File: config.mk
export PLATFORM = sky130hd
export DESIGN_NAME = core_run_ctrl
export DESIGN_NICKNAME = d
export VERILOG_FILES = /design/src/rtl/core_ctrl_pkg.sv /design/src/rtl/sat_counter.sv /design/src/rtl/core_run_ctrl.sv
export SDC_FILE = /design/constraint.sdc
export NUM_CORES = 1
export LEC_CHECK = 0
export ABC_AREA = 1
export CAP_MARGIN = 30
export CORE_MARGIN = 2
export CORE_UTILIZATION = 42
export CTS_CLUSTER_DIAMETER = 150
export CTS_CLUSTER_SIZE = 8
export DETAILED_ROUTE_END_ITERATION = 8
export PLACE_DENSITY = 0.79
export SLEW_MARGIN = 5
export SYNTH_ARGS = -nofsm -noshare
export SYNTH_HDL_FRONTEND = slang
export SYNTH_SLANG_ARGS = --single-unit
File: constraint.sdc
create_clock -name clk -period 2.03 [get_ports clk]
set_clock_uncertainty 0.2 [all_clocks]
set_input_delay 0.406 -clock clk [delete_from_list [all_inputs] [get_ports clk]]
set_output_delay 0.406 -clock clk [all_outputs]
set_load 0.01 [all_outputs]
File: src/rtl/core_ctrl_pkg.sv
// Shared types for the core run/halt controller.
//   ctrl_state_e : sequencer states (idle, boot, run, single-step, halt)
//   halt_cause_e : encoded reason the core last stopped, as seen on halt_cause
package core_ctrl_pkg;

   typedef enum logic [2:0] {
      StIdle = 3'd0,
      StBoot = 3'd1,
      StRun  = 3'd2,
      StStep = 3'd3,
      StHalt = 3'd4
   } ctrl_state_e;

   typedef enum logic [2:0] {
      CauseNone   = 3'd0,
      CauseEcall  = 3'd1,
      CauseEbreak = 3'd2,
      CauseExt    = 3'd3,
      CauseStep   = 3'd4
   } halt_cause_e;

   localparam logic [2:0] CAUSE_NONE   = 3'd0;
   localparam logic [2:0] CAUSE_ECALL  = 3'd1;
   localparam logic [2:0] CAUSE_EBREAK = 3'd2;
   localparam logic [2:0] CAUSE_EXT    = 3'd3;
   localparam logic [2:0] CAUSE_STEP   = 3'd4;

endpackage

File: src/rtl/sat_counter.sv
// Saturating up-counter with synchronous clear.
//   clk : clock, rising edge
//   rst : asynchronous active-low reset, clears the count
//   clr : synchronous clear (wins over inc)
//   inc : increment by one; holds at all-ones instead of wrapping
//   q   : current count
module sat_counter #(
   parameter int unsigned W = 32
) (
   input  logic         clk,
   input  logic         rst,
   input  logic         clr,
   input  logic         inc,
   output logic [W-1:0] q
);

   logic [W-1:0] q_q, q_d;

   always_comb begin
      q_d = q_q;
      if (clr) begin
         q_d = '0;
      end else if (inc && (q_q != {W{1'b1}})) begin
         q_d = q_q + W'(1);
      end
   end

   always_ff @(posedge clk or negedge rst) begin
      if (!rst) begin
         q_q <= '0;
      end else begin
         q_q <= q_d;
      end
   end

   assign q = q_q;

endmodule

File: src/rtl/core_run_ctrl.sv
// Run/halt sequencer for the single-cycle core. Boots the core out of reset, gates execution
// through core_en, stops on Ecall/Ebreak/halt_req, and hands the data-memory port to a debug
// requester while the core is idle or halted. Also keeps cycle and retired-instruction counts.
//   clk, rst             : clock, asynchronous active-low reset
//   start                : (re)boot pulse
//   halt_req             : external halt request (level)
//   step_req, resume     : single-step / continue pulses, honoured in HALT
//   Ecall, Ebreak        : trap decode from the core
//   core_we/addr/wdata   : core data-memory request
//   dbg_req/we/addr/wdata: debug data-memory request; dbg_gnt when it owns the port
//   mem_we/addr/wdata    : muxed data-memory request
//   core_rst, core_en    : core reset and execute enable
//   halted, halt_cause   : HALT indication and reason
//   cycle_cnt            : cycles with core_en high
//   instret_cnt          : retired non-trapping instructions
module core_run_ctrl
   import core_ctrl_pkg::*;
#(
   parameter int unsigned BOOT_CYCLES = 4,
   parameter int unsigned CNT_W       = 32,
   parameter int unsigned AW          = 32,
   parameter int unsigned DW          = 32
) (
   input  logic             clk,
   input  logic             rst,
   input  logic             start,
   input  logic             halt_req,
   input  logic             step_req,
   input  logic             resume,
   input  logic             Ecall,
   input  logic             Ebreak,
   input  logic             core_we,
   input  logic [AW-1:0]    core_addr,
   input  logic [DW-1:0]    core_wdata,
   input  logic             dbg_req,
   input  logic             dbg_we,
   input  logic [AW-1:0]    dbg_addr,
   input  logic [DW-1:0]    dbg_wdata,
   output logic             dbg_gnt,
   output logic             mem_we,
   output logic [AW-1:0]    mem_addr,
   output logic [DW-1:0]    mem_wdata,
   output logic             core_rst,
   output logic             core_en,
   output logic             halted,
   output logic [2:0]       halt_cause,
   output logic [CNT_W-1:0] cycle_cnt,
   output logic [CNT_W-1:0] instret_cnt
);

   localparam int unsigned BootW = (BOOT_CYCLES > 1) ? $clog2(BOOT_CYCLES) : 1;
   // Down-counter runs BOOT_CYCLES-1 .. 0, so BOOT lasts exactly BOOT_CYCLES cycles.
   localparam logic [BootW-1:0] BootLoad = BootW'(BOOT_CYCLES - 1);

   ctrl_state_e      state_q, state_d;
   halt_cause_e      cause_q, cause_d;
   logic [BootW-1:0] boot_q, boot_d;
   logic             cnt_clr;

   always_comb begin
      state_d = state_q;
      cause_d = cause_q;
      boot_d  = boot_q;
      cnt_clr = 1'b0;
      unique case (state_q)
         StIdle: begin
            if (start) begin
               state_d = StBoot;
               boot_d  = BootLoad;
               cause_d = CauseNone;
               cnt_clr = 1'b1;
            end
         end
         StBoot: begin
            if (start) begin
               boot_d = BootLoad;
            end else if (boot_q == '0) begin
               state_d = StRun;
            end else begin
               boot_d = boot_q - BootW'(1);
            end
         end
         StRun: begin
            // Reboot from RUN keeps the counters running totals.
            if (start) begin
               state_d = StBoot;
               boot_d  = BootLoad;
            end else if (Ebreak) begin
               state_d = StHalt;
               cause_d = CauseEbreak;
            end else if (Ecall) begin
               state_d = StHalt;
               cause_d = CauseEcall;
            end else if (halt_req) begin
               state_d = StHalt;
               cause_d = CauseExt;
            end
         end
         StStep: begin
            state_d = StHalt;
            if (Ebreak) begin
               cause_d = CauseEbreak;
            end else if (Ecall) begin
               cause_d = CauseEcall;
            end else begin
               cause_d = CauseStep;
            end
         end
         StHalt: begin
            if (start) begin
               state_d = StBoot;
               boot_d  = BootLoad;
               cause_d = CauseNone;
               cnt_clr = 1'b1;
            end else if (step_req) begin
               state_d = StStep;
            end else if (resume) begin
               state_d = StRun;
               cause_d = CauseNone;
            end
         end
         default: begin
            state_d = StIdle;
         end
      endcase
   end

   always_ff @(posedge clk or negedge rst) begin
      if (!rst) begin
         state_q <= StIdle;
         cause_q <= CauseNone;
         boot_q  <= '0;
      end else begin
         state_q <= state_d;
         cause_q <= cause_d;
         boot_q  <= boot_d;
      end
   end

   // Moore outputs
   assign core_rst   = (state_q == StIdle) || (state_q == StBoot);
   assign core_en    = (state_q == StRun) || (state_q == StStep);
   assign halted     = (state_q == StHalt);
   assign halt_cause = cause_q;

   // Debug owns the memory port only while the core cannot be executing.
   always_comb begin
      dbg_gnt = dbg_req && ((state_q == StIdle) || (state_q == StHalt));
      if (dbg_gnt) begin
         mem_we    = dbg_we;
         mem_addr  = dbg_addr;
         mem_wdata = dbg_wdata;
      end else begin
         mem_we    = core_we & core_en;
         mem_addr  = core_addr;
         mem_wdata = core_wdata;
      end
   end

   sat_counter #(
      .W (CNT_W)
   ) u_cycle_cnt (
      .clk (clk),
      .rst (rst),
      .clr (cnt_clr),
      .inc (core_en),
      .q   (cycle_cnt)
   );

   sat_counter #(
      .W (CNT_W)
   ) u_instret_cnt (
      .clk (clk),
      .rst (rst),
      .clr (cnt_clr),
      .inc (core_en & ~Ecall & ~Ebreak),
      .q   (instret_cnt)
   );

endmodule

# Word level (Yosys, flattened, before mapping)
# Cells that the tools add are included.
[op_classes]
n_addsub = 3
multipliers = 0
div_mod_pow = 0
n_lt_le_gt_ge = 0
eq_ne = 17
n_shift = 0
n_mux = 35
bitwise_logic = 5
reduce_logical = 17
[op_table]
columns = ["operator", "n"]
rows = [
  ["2-to-1 mux 32 bit", 6],
  ["adder 32 x 1 -> 32 bit (second input constant)", 2],
  ["inequality test 32 bit (second input constant)", 2],
  ["2-to-1 mux 3 bit", 20],
  ["case mux 3 bit (5 select lines)", 1],
  ["case mux 3 bit (4 select lines)", 1],
  ["inequality test 3 bit (second input constant)", 3],
  ["inequality test 2 bit (second input constant)", 4],
  ["inequality test 4 bit (second input constant)", 2],
  ["== test 3 x 2 -> 1 bit (second input constant)", 2],
  ["2-to-1 mux 2 bit", 3],
  ["AND reduction 6 bit", 1],
  ["nonzero test 2 bit", 3],
  ["inequality test 5 bit (second input constant)", 1],
  ["AND reduction 5 bit", 1],
  ["case mux 2 bit (2 select lines)", 1],
  ["nonzero test 4 bit", 1],
  ["AND 1 bit", 3],
  ["== test 3 x 1 -> 1 bit (second input constant)", 1],
  ["== test 3 bit (second input constant)", 1],
  ["logical AND 1 bit", 3],
  ["logical NOT 3 bit", 1],
  ["logical OR 1 bit", 3],
  ["2-to-1 mux 1 bit", 3],
  ["other kinds (7)", 8],
]
[totals]
reg_bits = 72
latchBits = 0
mem_bits_rw = 0
mem_bits_ro = 0
in_bits = 139
word_cells = 82
memories = 0

# Depth between registers and ports, before layout
# Gate-level depths: netlist of run 1.
[logic_depth]
word_depth = 7
ltp_mapped = 11

# By module
# A second synthesis of run 1 with hierarchy kept.
[unflattened]
hier_cells = 985
hier_area_um2 = 5903.2
[modules_own_cells]
columns = ["mod", "instances", "cells_each", "area_per_inst_um2", "seq_area_each_um2"]
rows = [
  ["sat_counter", 2, 345, 2243.4, 800.8],
  ["core_run_ctrl", 1, 295, 1416.4, 200.2],
]

# Least setup slack after synthesis of run 1
# No wires, ideal clock.
[synth_path]
path_type = "reg-to-output"
from = "register state_q[0]"
to = "output mem_addr[0]"
arrival_ns = 1.270
required_time_ns = 1.424
path_slack_ns = 0.154
stages_incl_launch_ff = 8
path_buffers = 2
path_cell_list = "dfrtp_1 -> nor2_1 -> nand2_1 -> inv_1 -> buf_2 -> buf_2 -> nand2_1 -> nand2_1"
[synth_via]
elab_chain_cells = 4
word_cells_on_any_way = 5
[synth_lines]
columns = ["item", "line_no", "text"]
rows = [
  ["from (decl)", "core_run_ctrl.sv:55", "ctrl_state_e state_q, state_d;"],
  ["from (signal assigned)", "core_run_ctrl.sv:130", "state_q <= StIdle;"],
  ["from (signal assigned)", "core_run_ctrl.sv:134", "state_q <= state_d;"],
  ["== test 3 bit or logical NOT 3 bit (tied branches)", "core_run_ctrl.sv:148", "dbg_gnt = dbg_req && ((state_q == StIdle) || (state_q == StHalt));"],
  ["logical OR 1 bit *", "core_run_ctrl.sv:148", ""],
  ["logical AND 1 bit *", "core_run_ctrl.sv:148", ""],
  ["2-to-1 mux 32 bit *", "core_run_ctrl.sv:149", "if (dbg_gnt) begin"],
  ["to (decl)", "core_run_ctrl.sv:41", "output logic [AW-1:0] mem_addr,"],
]
# Every way passes the cells marked *; elsewhere a longest branch is shown, timed or not.

# Worst setup path after layout of run 1
[layout_path]
from = "register state_q[0]"
to = "output mem_wdata[21]"
[layout_via]
elab_chain_cells = 4
word_cells_on_any_way = 5
[layout_lines]
columns = ["item", "line_no", "text"]
rows = [
  ["== test 3 bit or logical NOT 3 bit (tied branches)", "core_run_ctrl.sv:148", ""],
  ["logical OR 1 bit *", "core_run_ctrl.sv:148", ""],
  ["logical AND 1 bit *", "core_run_ctrl.sv:148", ""],
  ["2-to-1 mux 32 bit *", "core_run_ctrl.sv:149", ""],
  ["to (decl)", "core_run_ctrl.sv:42", "output logic [DW-1:0] mem_wdata,"],
]
# Marked as above.

==> results of run 1 <==
critical path, delay by kind of cell (launching register included):
kind / cells / cell delay, ns
buffers and inverters: 4 / 0.59
and+or+nand+nor: 4 / 0.43
DFF: 1 / 0.41
cell type report:
type | instances | area (um^2)
Inverter | 55 | 221.5
Multi-Input combinational cell | 812 | 4270
Tap cell | 180 | 225.2
Timing Repair Buffer | 345 | 3638
Clock buffer | 14 | 284.0
Sequential cell | 72 | 1804
Fill cell | 1012 | 3241
Clock inverter | 2 | 35.03
synthesized netlist by cell type:
| cell | instances |
|---|---|
| nor2_8 | 2 |
| xnor2_1 | 8 |
| nand2_4 | 4 |
| dfrtp_1 | 72 |
| nand2_8 | 2 |
| a22o_1 | 1 |
| inv_4 | 2 |
| buf_1 | 2 |
| nand3_1 | 89 |
| nand2_1 | 533 |
| buf_6 | 10 |
| a22oi_1 | 1 |
| nor2_4 | 7 |
| ha_1 | 3 |
| nand4_1 | 11 |
| buf_2 | 6 |
| nor3_4 | 1 |
| inv_1 | 52 |
| a21o_1 | 1 |
| o211ai_1 | 2 |
| clkbuf_1 | 13 |
| o21bai_1 | 5 |
| nor3_1 | 2 |
| nor2_2 | 7 |
| o21ai_0 | 10 |
| xor2_1 | 10 |
| nand3b_1 | 19 |
| nand2_2 | 5 |
| nor2_1 | 86 |
| and2_1 | 3 |
| inv_2 | 1 |
| buf_4 | 1 |
worst max-delay path by stage:
stage,endpoint,cells after the start
after floorplan,mem_addr[0],7
after CTS,mem_addr[28],9
after global routing,mem_wdata[19],8
after detailed placement,mem_addr[23],7
after global placement,mem_addr[23],7
final,mem_wdata[21],8
layer usage:
layer	GRT usage	vias to the layer above
li1	-	3682
met1	0.3985	3572
met2	0.5698	435
met3	0.08614	85
met4	0.1293	4
met5	0	-
flip-flops by register name, indices dropped and copies added (netlist names):
signal,flops
u_instret_cnt.q,32
u_cycle_cnt.q,32
halt_cause,3
boot_q,2
state_q,3
where the power goes:
| part | total [uW] | switching (uW) | leakage [uW] | internal [uW] |
|---|---|---|---|---|
| registers | 1640 | 97.5 | 0.000990 | 1540 |
| clock network | 1700 | 614 | 0.000159 | 1080 |
| logic | 4820 | 2490 | 0.00402 | 2330 |
what timing repair did:
| action | 4_1_cts | 5_1_grt |
|---|---|---|
| cloned | 10 | 2 |
| gates resized for setup | 432 | 128 |
| buffers inserted | 19 | 8 |
| endpoints found under the hold margin | 72 | 0 |
| pin swaps | 24 | 39 |
| hold buffers | 1 | 0 |
| setup endpoints to repair | 70 | 111 |
metrics by stage:
step / worst slack, ns / TNS [ns] / area (um^2) / util / cells
after floorplan: 0.1543 / 0 / 5846 / - / 971
after global placement: -0.6341 / -35.76 / 8910 / 0.6494 / 1425
after detailed placement: -0.6445 / -36.94 / 8910 / 0.6494 / 1425
after CTS: -0.2796 / -13.73 / 9920 / 0.7230 / 1471
after global routing: -0.3560 / -19.10 / 10480 / 0.7638 / 1480
final: -0.3398 / -17.11 / 10480 / 0.7638 / 1480
cell families (layout without fill, tap and decap cells):
kind of cell | after synthesis | in the layout
adder cells (fa/ha/maj) | 3 | 3
buffers and inverters | 87 | 416
AO/OA/AOI/OAI | 20 | 20
XOR/XNOR | 18 | 18
AND/OR/NAND/NOR | 771 | 771
flip-flops | 72 | 72
==> results.py, run 1 <==
metrics = {
    "synthesis": {
        "synth-compound-area-share": 0.02162,
        "yosys.area.top_type": "nand2_1",
        "synth_top_family_by_area": "simple AND/OR/NAND/NOR gates",
        "yosys.area_share.simple": 0.5653,
        "yosys.area_share.xor_xnor": 0.02697,
        "synth_area_mm2": 0.005846,
        "synthCells": 971,
        "ys_top_cells_by_area": "nand2_1, dfrtp_1, nand3_1, nor2_1, inv_1",
        "yosysWarnings": 0,
        "mappedNetlistNets": 1113,
        "synth_top_area_share": 0.3423,
        "synthMuxAreaShare": 0,
        "postSynthAreaPerCell_um2": 6.020,
        "yosys_register_bits": 72,
        "yosysSeqAreaShare": 0.3082,
        "ys_types": 32,
        "synthAdderAreaFrac": 0.006421,
    },
    "global_routing": {
        "track_usage": 0.3326,
        "grt_max_degree": 73,
        "grt-ovfl-total": 0,
        "first_global_vias": 6973,
        "antenna_found_initial": 2,
        "grt_first_pass_wirelength_um": 37900,
    },
    "detailed_routing": {
        "vias": 7778,
        "postRouteAntennaNets": 0,
        "top_layer_used": "met5",
        "wl_um": 26560,
        "routedWlPerCell_um": 17.94,
        "drc": 0,
        "wl_met2_um": 13120,
        "detail_route.vias_per_cell": 5.255,
        "met3WireLength_um": 2378,
        "wl_met1_um": 9761,
        "dr.pass1.iters": 5,
        "drt_iter0_drc": 890,
    },
    "cts": {
        "cts_htree_levels": 3,
        "cts.clk_slew.worst_paths_ns": 0.06,
        "cts_tree": "yes",
        "clock_sinks": 72,
        "cts_buffer_depth": 2,
        "cts_root_buffer": "clkbuf_16",
        "cts_buffers": 9,
        "clkLatencyLatePin_ns": 0.34,
    },
    "power_and_ir_drop": {
        "power_leakage_uw": 0.005165,
        "total_power_uw": 8164,
        "power_density_mw_per_mm2": 779.1,
        "ir_drop_uv": 492.7,
    },
    "critical_path": {
        "critPathMaxStageDelay_ns": 0.41,
        "arrival_ns": 1.76,
        "r2r_cells": 9,
        "worstSetupPathType": "reg -> out",
        "r2r-end": "u_instret_cnt.q[21]",
        "r2r_start": "u_instret_cnt.q[10]",
        "cp_max_fo": 7,
        "slowest_stage": "dfrtp_1",
        "critPathCaptureType": "output port",
        "start_kind": "flip-flop",
        "crit_start": "state_q[0]",
        "cp_data_required_time_ns": 1.42,
        "rrSetupSlack_ns": 0.06,
        "path_cells": "nor2_4 > nand2_4 > buf_12 > buf_16 > buf_6 > nand2_2 > nand2_1 > buf_2",
    },
    "floorplan": {
        "die_y_um": 122.0,
        "die_x_um": 122.0,
        "start_util": 0.4261,
        "die_area_mm2": 0.01488,
        "io_pins": 275,
        "core_region_area_mm2": 0.01372,
        "rows": 43,
    },
    "min_path": {
        "hold_depth": 2,
        "hp-start": "halt_cause[1]",
        "holdCritPathClass": "reg -> reg",
        "whs_endpoint": "halt_cause[1]",
    },
    "job": {
        "cap_violations": 0,
    },
    "timing": {
        "tightest_slew_ns": 0.4523,
        "rsz0062_at_grt": "yes",
        "slew_viol_final": 0,
        "period_needed_ns": 2.370,
        "max_clock_freq_mhz": 422.0,
        "setup_violations": 66,
        "hold_viol_final": 0,
        "setup_ws_ns": -0.3398,
        "slew_headroom": 0.6974,
        "whs_ns": 0.2976,
        "finalCritPeriodShare": 1.167,
    },
    "place": {
        "dp_hpwl_um": 18070,
        "place_congestion": 0.9429,
        "port_buffers": 274,
    },
    "run_status": {
        "violations": "negative setup slack",
        "status": "finished with violations",
    },
    "finish": {
        "final_cell_mix": "nand2_1, clkdlybuf4s50_1, nand3_1, nand2_2, nor2_1",
        "syn_to_final_growth_pct": 79.26,
        "finalNetCount": 1437,
        "post_route_cells_drive_above_1_share": 0.2569,
        "final_common_cell": "nand2_1",
        "antenna_cells": 0,
    },
}
Note: power is estimated with default switching activity, not from simulation.
==> run 2: changes to the inputs <==
GPL_TIMING_DRIVEN = 1   (was default)
==> results of run 2 <==
Same layout as run 1: the final DEF is identical, and so are final timing and power.
==> RTL change 1 (config.mk and constraints of run 2) <==
Register the output `dbg_gnt`, with the module's reset; this adds one clock of latency there. The other outputs are not delayed to match.
--- a/src/rtl/core_run_ctrl.sv
+++ b/src/rtl/core_run_ctrl.sv
@@ -51,6 +51,8 @@
    localparam int unsigned BootW = (BOOT_CYCLES > 1) ? $clog2(BOOT_CYCLES) : 1;
    // Down-counter runs BOOT_CYCLES-1 .. 0, so BOOT lasts exactly BOOT_CYCLES cycles.
    localparam logic [BootW-1:0] BootLoad = BootW'(BOOT_CYCLES - 1);
+
+   logic dbg_gnt_d;
 
    ctrl_state_e      state_q, state_d;
    halt_cause_e      cause_q, cause_d;
@@ -145,8 +147,8 @@
 
    // Debug owns the memory port only while the core cannot be executing.
    always_comb begin
-      dbg_gnt = dbg_req && ((state_q == StIdle) || (state_q == StHalt));
-      if (dbg_gnt) begin
+      dbg_gnt_d = dbg_req && ((state_q == StIdle) || (state_q == StHalt));
+      if (dbg_gnt_d) begin
          mem_we    = dbg_we;
          mem_addr  = dbg_addr;
          mem_wdata = dbg_wdata;
@@ -177,5 +179,13 @@
       .q   (instret_cnt)
    );
 
+   always_ff @(posedge clk or negedge rst) begin
+      if (!rst) begin
+         dbg_gnt <= '0;
+      end else begin
+         dbg_gnt <= dbg_gnt_d;
+      end
+   end
+
 endmodule
 
Formal check against the unedited RTL: not equivalent (a bounded check fails within 4 cycles, from zero or initial values and one cycle with rst low).
==> RTL change 1 against run 2 <==
The flow still finishes with violations (negative setup slack). Worst setup slack improved by 0.16 ns. Synthesized cell count rose by 0.82%. Area after synthesis rose by 0.28%. Hold slack got worse by 0.0014 ns. Register-to-register slack improved by 0.05 ns. First-iteration DRC count fell by 35%. Final area fell by 3.2%. Combinational power fell by 6.4%. Sequential cell count rose by 1. Final cell count rose by 0.95%. Critical endpoint is now mem_addr[19]. Total power fell by 3.1%. Clock power fell by 6%. Routed wire length fell by 12%.
==> RTL change 1: results (changes against run 2) <==
Pwr
  – Psw: 0.00313 W (was 0.00321 W)
  – Peak VDD IR: 440 uV (was 493 uV)
  – LEAKAGE: 4.99 nW (was 5.17 nW)

Critical path
  – Crit path largest cell delay: 0.39 ns (was 0.41 ns)
  – Worst-path maximum fanout: 10 (was 7)
  – Largest delay share family, worst path: buffers and inverters (unchanged)
  – Slowest CP cell: dfrtp_1 (unchanged)
  – Worst path arrival time: 1.60 ns (was 1.76 ns)

Logic synthesis
  – Top post-synthesis cells by count: nand2_1, nand3_1, nor2_1, dfrtp_1, inv_1 (unchanged)
  – Top cells by area, synth: nand2_1, dfrtp_1, nand3_1, nor2_1, inv_1 (unchanged)
  – Post-Synth XOR/XNOR Area: 2.39% (was 2.70%)
  – Yosys warning total: 0 (unchanged)
  – Top_reg_cell synth: dfrtp_1 (unchanged)
  – Syn nets: 1,121 (was 1,113)
  – Ys async rst share: 100% (unchanged)
  – Compound-Gate Fraction of Synth Area: 2.13% (was 2.16%)
  – Post-Syn Instances: 979 (was 971)
  – Mux contribution to synthesized area: 0% (unchanged)
  – Post-synthesis sequential area ratio: 31.2% (was 30.8%)
  – Synth Cell Area: 5860 um^2 (was 5850 um^2)
  – Synth Area in Adders: 0.640% (was 0.642%)
  – Post-synth cell types: 29 (was 32)

STA
  – Slew headroom: 72.1% (was 69.7%)
  – Final Worst Setup Slack: -0.178 ns (was -0.340 ns)
  – Setup TNS: -9.03 ns (was -17.11 ns)
  – Endpoints failing setup: 65 (was 66)

Route
  – Via count: 7,593 (was 7,778)
  – DR pass1 iterations: 5 (unchanged)
  – Drt first-iter violations: 575 (was 890)
  – WL/cell: 15.7 um (was 17.9 um)

Final layout
  – Non-clk buf share: 34.2% (was 34.7%)
  – Reg area: 1830 um^2 (was 1800 um^2)
  – Fill count: 1,134 (was 1,012)
  – Multi-input gate area: 4050 um^2 (was 4270 um^2)
  – # clk buffers: 15 (was 14)
  – Ant. Diodes: 1 (was 0)
  – Non-Filler Instances: 1,494 (was 1,480)
  – Final-layout clock-cell area share: 2.91% (was 3.04%)
  – Non-clock buffers: 349 (was 345)
  – Seq_cells: 73 (was 72)
  – Share of cells above drive strength 1: 23.2% (was 25.7%)
  – Non-CTS inverters: 65 (was 55)
  – Multi-Input Combinational: 810 (was 812)
  – Fraction of area in multi-input gates: 40.0% (was 40.8%)

Run status
  – Failing checks: negative setup slack (unchanged)
  – Status: complete, but fails checks (unchanged)

CTS
  – CTS max path bufs: 2 (unchanged)
  – Clock transition at path regs: 0.06 ns (about the same)
  – Clock insertion delay at the later pin of the skew report: 0.34 ns (about the same)
  – CTS root buffer: clkbuf_16 (unchanged)

GRT
  – Vias in the first global route: 7,099 (was 6,973)
  – Pin count of the biggest net entering global routing: 74 (was 73)
  – Antenna violations before repair: 1 (was 2)
  – GRT Total Usage: 30.7% (was 33.3%)
  – First-pass GRT wire length: 35.7 mm (was 37.9 mm)

Placed design
  – Gpl congestion: 0.945 (was 0.943)
  – Pre-CTS WS: -0.681 ns (was -0.644 ns)
  – Placed Area: 9100 um^2 (was 8910 um^2)
  – Final HPWL DP: 17.4 mm (was 18.1 mm)
==> RTL change 1: tightest hold or removal path: stages (launching register included) <==
cell     delay, ns
dfrtp_1       0.36
nand2_1       0.06
nand2_1       0.05
==> RTL change 1: what timing repair did <==
| item | 4_1_cts | 5_1_grt |
|---|---|---|
| hold buffers | 1 | 0 |
| cloned | 5 | 4 |
| gates resized for setup | 378 | 118 |
| setup buffers | 8 | 9 |
| setup endpoints to repair | 71 | 124 |
| endpoints found under the hold margin | 73 | 0 |
| pin swaps | 15 | 27 |
==> RTL change 1: path summary, 6_finish.rpt <==
check                                                  endpoint                         start  cells after the start  slack [ns]
worst max-delay path                               mem_addr[19]        state_q[0]$_DFFE_PN0P_                      9       -0.18
worst min-delay path                  halt_cause[1]$_DFFE_PN0P_     halt_cause[1]$_DFFE_PN0P_                      2        0.30
worst max register to register    u_cycle_cnt.q[28]$_DFFE_PN0P_  u_cycle_cnt.q[0]$_DFFE_PN0P_                     10        0.11
worst min register to register        halt_cause[1]$_DFFE_PN0P_     halt_cause[1]$_DFFE_PN0P_                      2        0.30
max in group asynchronous       u_instret_cnt.q[28]$_DFFE_PN0P_                           rst                      3        0.84
min in group asynchronous         u_cycle_cnt.q[19]$_DFFE_PN0P_                           rst                      3        0.43
==> RTL change 1: layer usage <==
layer  global-route usage, %  vias up  part of all wire [%]
met4                    12.9        0                   3.8
met3                    5.99       56                   7.2
li1                        -     3720                     -
met2                    53.8      301                    51
met1                    36.6     3516                    38
met5                       0        -                     0
==> RTL change 1: power groups by stage <==
stage                     Combinational (W)  Sequential [W]  Clock [W]
after floorplan                     0.00163         0.00188          0
after global placement              0.00369         0.00183          0
after detailed placement            0.00373         0.00183          0
after CTS                           0.00409         0.00181    0.00161
after global routing                0.00481         0.00184    0.00167
final                               0.00451         0.00182    0.00159
==> RTL change 2 (settings of run 2) <==
Made on the original files. The parameter `BOOT_CYCLES` goes from 4 to 8.
--- a/src/rtl/core_run_ctrl.sv
+++ b/src/rtl/core_run_ctrl.sv
@@ -16,7 +16,7 @@
 module core_run_ctrl
    import core_ctrl_pkg::*;
 #(
-   parameter int unsigned BOOT_CYCLES = 4,
+   parameter int unsigned BOOT_CYCLES = 8,
    parameter int unsigned CNT_W       = 32,
    parameter int unsigned AW          = 32,
    parameter int unsigned DW          = 32
Formal check against the unedited RTL: no difference found for any inputs over 4 cycles, from zero or initial values and one cycle with rst low; that may be too few to reach the edited logic, so the function may still have changed.
==> RTL change 2 against run 2 <==
The flow still finishes with violations (negative setup slack). Global-route usage decreased by 4.5 points. Sequential cell count grew 1. Total power shrank 11%. Worst setup slack improved by 0.072 ns. Routed wire length down 14%. Final cell count about the same. Via count down 4.1%. Sequential share of layout area increased by 1.4 points. Final area is 5.7% lower. Highest routed layer is now met4. Sequential power increased by 2%. Area after synthesis grew 1.5%. Critical path depth is 1 higher.
==> RTL change 2: results (changes against run 2) <==
Critical path
  – Reg2reg start: u_instret_cnt.q[0]$_DFFE_PN0P_ (was u_instret_cnt.q[10]$_DFFE_PN0P_)
  – Slowest CP cell: dfrtp_1 (unchanged)
  – R2r setup slk: 0.12 ns (was 0.06 ns)
  – Crit path largest cell delay: 0.39 ns (was 0.41 ns)
  – Worst-path maximum fanout: 6 (was 7)
  – Worst path arrival time: 1.69 ns (was 1.76 ns)
  – Reg2Reg Depth: 10 (was 9)
  – FF-to-FF End: u_instret_cnt.q[8]$_DFFE_PN0P_ (was u_instret_cnt.q[21]$_DFFE_PN0P_)

Final layout
  – Layout Nets: 1,439 (was 1,437)
  – Fill count: 1,117 (was 1,012)
  – Share of cells above drive strength 1: 19.8% (was 25.7%)

STA
  – Setup TNS: -13.24 ns (was -17.11 ns)
  – Slew headroom: 74.2% (was 69.7%)
  – Final Worst Setup Slack: -0.268 ns (was -0.340 ns)
  – Endpoints failing setup: 66 (unchanged)
  – Fin Hold WS: 0.287 ns (was 0.298 ns)

CTS
  – CTS max path bufs: 2 (unchanged)
  – Max H-tree Level: 3 (unchanged)
  – Clock transition at path regs: 0.06 ns (about the same)
  – Clock insertion delay at the later pin of the skew report: 0.33 ns
  – Inserted Clock Buffers: 9 (unchanged)

Logic synthesis
  – Top cells by area, synth: nand2_1, dfrtp_1, nand3_1, nor2_1, inv_1 (unchanged)
  – Post-synthesis sequential area ratio: 30.8% (about the same)
  – Syn nets: 1,123 (was 1,113)
  – Top_reg_cell synth: dfrtp_1 (unchanged)
  – Top post-synthesis cells by count: nand2_1, nor2_1, nand3_1, dfrtp_1, inv_1 (was nand2_1, nand3_1, nor2_1, dfrtp_1, inv_1)
  – Post-synth cell types: 34 (was 32)

Run status
  – Failing checks: negative setup slack (unchanged)
  – Status: complete, but fails checks (unchanged)

Pwr
  – Peak VDD IR: 415 uV (was 493 uV)
  – LEAKAGE: 4.88 nW (was 5.17 nW)

GRT
  – Vias in the first global route: 6,759 (was 6,973)
  – GRT Total Usage: 28.8% (was 33.3%)
  – Antenna violations before repair: 0 (was 2)
  – First-pass GRT wire length: 34.1 mm (was 37.9 mm)
  – Pin count of the biggest net entering global routing: 39 (was 73)

Worst hold path
  – Min-delay src: halt_cause[2]$_DFFE_PN0P_ (was halt_cause[1]$_DFFE_PN0P_)
  – Min-delay worst type: flop to flop (unchanged)
  – Hold Crit Endpoint: halt_cause[2]$_DFFE_PN0P_ (was halt_cause[1]$_DFFE_PN0P_)

Route
  – DR pass1 iterations: 6 (was 5)
  – Drt first-iter violations: 631 (was 890)
  – DR vias/cell: 5.04 (was 5.26)
  – WL/cell: 15.4 um (was 17.9 um)

Placed design
  – Port bufs: 274 (unchanged)
  – Pre-CTS WS: -0.597 ns (was -0.644 ns)
  – Final HPWL DP: 16.7 mm (was 18.1 mm)
  – Gpl congestion: 0.925 (was 0.943)
  – Placed Area: 9040 um^2 (was 8910 um^2)
[RTL change 2: power by group]
group	leakage [nW]	total [W]	switching, W	internal [W]
clock network	0.130	0.00143	0.000613	0.000821
registers	0.994	0.00168	0.000110	0.00157
logic	3.75	0.00413	0.00211	0.00202
[RTL change 2: worst max-delay path by stage]
stage                                       from             to
after floorplan           state_q[0]$_DFFE_PN0P_    mem_addr[0]
after global placement                   dbg_req    mem_addr[2]
after detailed placement                 dbg_req   mem_addr[11]
after CTS                 state_q[1]$_DFFE_PN0P_  mem_wdata[16]
after global routing      state_q[0]$_DFFE_PN0P_   mem_addr[15]
final                     state_q[0]$_DFFE_PN0P_   mem_addr[15]
[RTL change 2: final cells by class]
| class | count | area, um^2 | area share [%] |
|---|---|---|---|
| Clock inverter | 4 | 20.0 | 0.203 |
| Tap cell | 180 | 225 | 2.28 |
| Inverter | 62 | 248 | 2.51 |
| Sequential cell | 73 | 1830 | 18.6 |
| Clock buffer | 12 | 236 | 2.39 |
| Multi-Input combinational cell | 814 | 3900 | 39.4 |
| Timing Repair Buffer | 336 | 3420 | 34.6 |
[RTL change 2: worst max-delay path: cells and delay by family, from the launching register on]
kind | cells | cell delay [ns]
buffers and inverters | 5 | 0.60
AND/OR/NAND/NOR | 4 | 0.38
flip-flops | 1 | 0.39
[RTL change 2: logic make-up (layout without fill, tap and decap cells)]
family	after synthesis	count (layout)	share of synthesized area (%)
compound gates	26	26	2.70
simple gates	764	765	55.2
xor+xnor	19	19	2.80
buf+inv	94	414	7.63
flops	73	73	30.8
fa+ha+maj	4	4	0.843
[RTL change 2: through the flow]
step | util [%] | instances
2_1_floorplan | - | 980
3_3_place_gp | 65.4 | 1434
3_5_place_dp | 65.4 | 1434
4_1_cts | 69.0 | 1474
5_1_grt | 71.4 | 1481
6_report | 71.4 | 1481
[RTL change 2: repair_timing]
action	in CTS	in global routing
gates resized for setup	343	73
gates cloned	5	5
pin swaps	5	15
hold buffers	1	0
buffers inserted	24	5
endpoints found under the setup margin	69	99
hold endpoints to repair	25	0
[RTL change 2: layer usage]
layer	routed length, um	vias up	track usage, %
met4	788	0	10.9
met1	8900	3390	35.1
met5	0	-	0
met2	11400	318	49.6
met3	1650	67	6.13
li1	-	3687	-
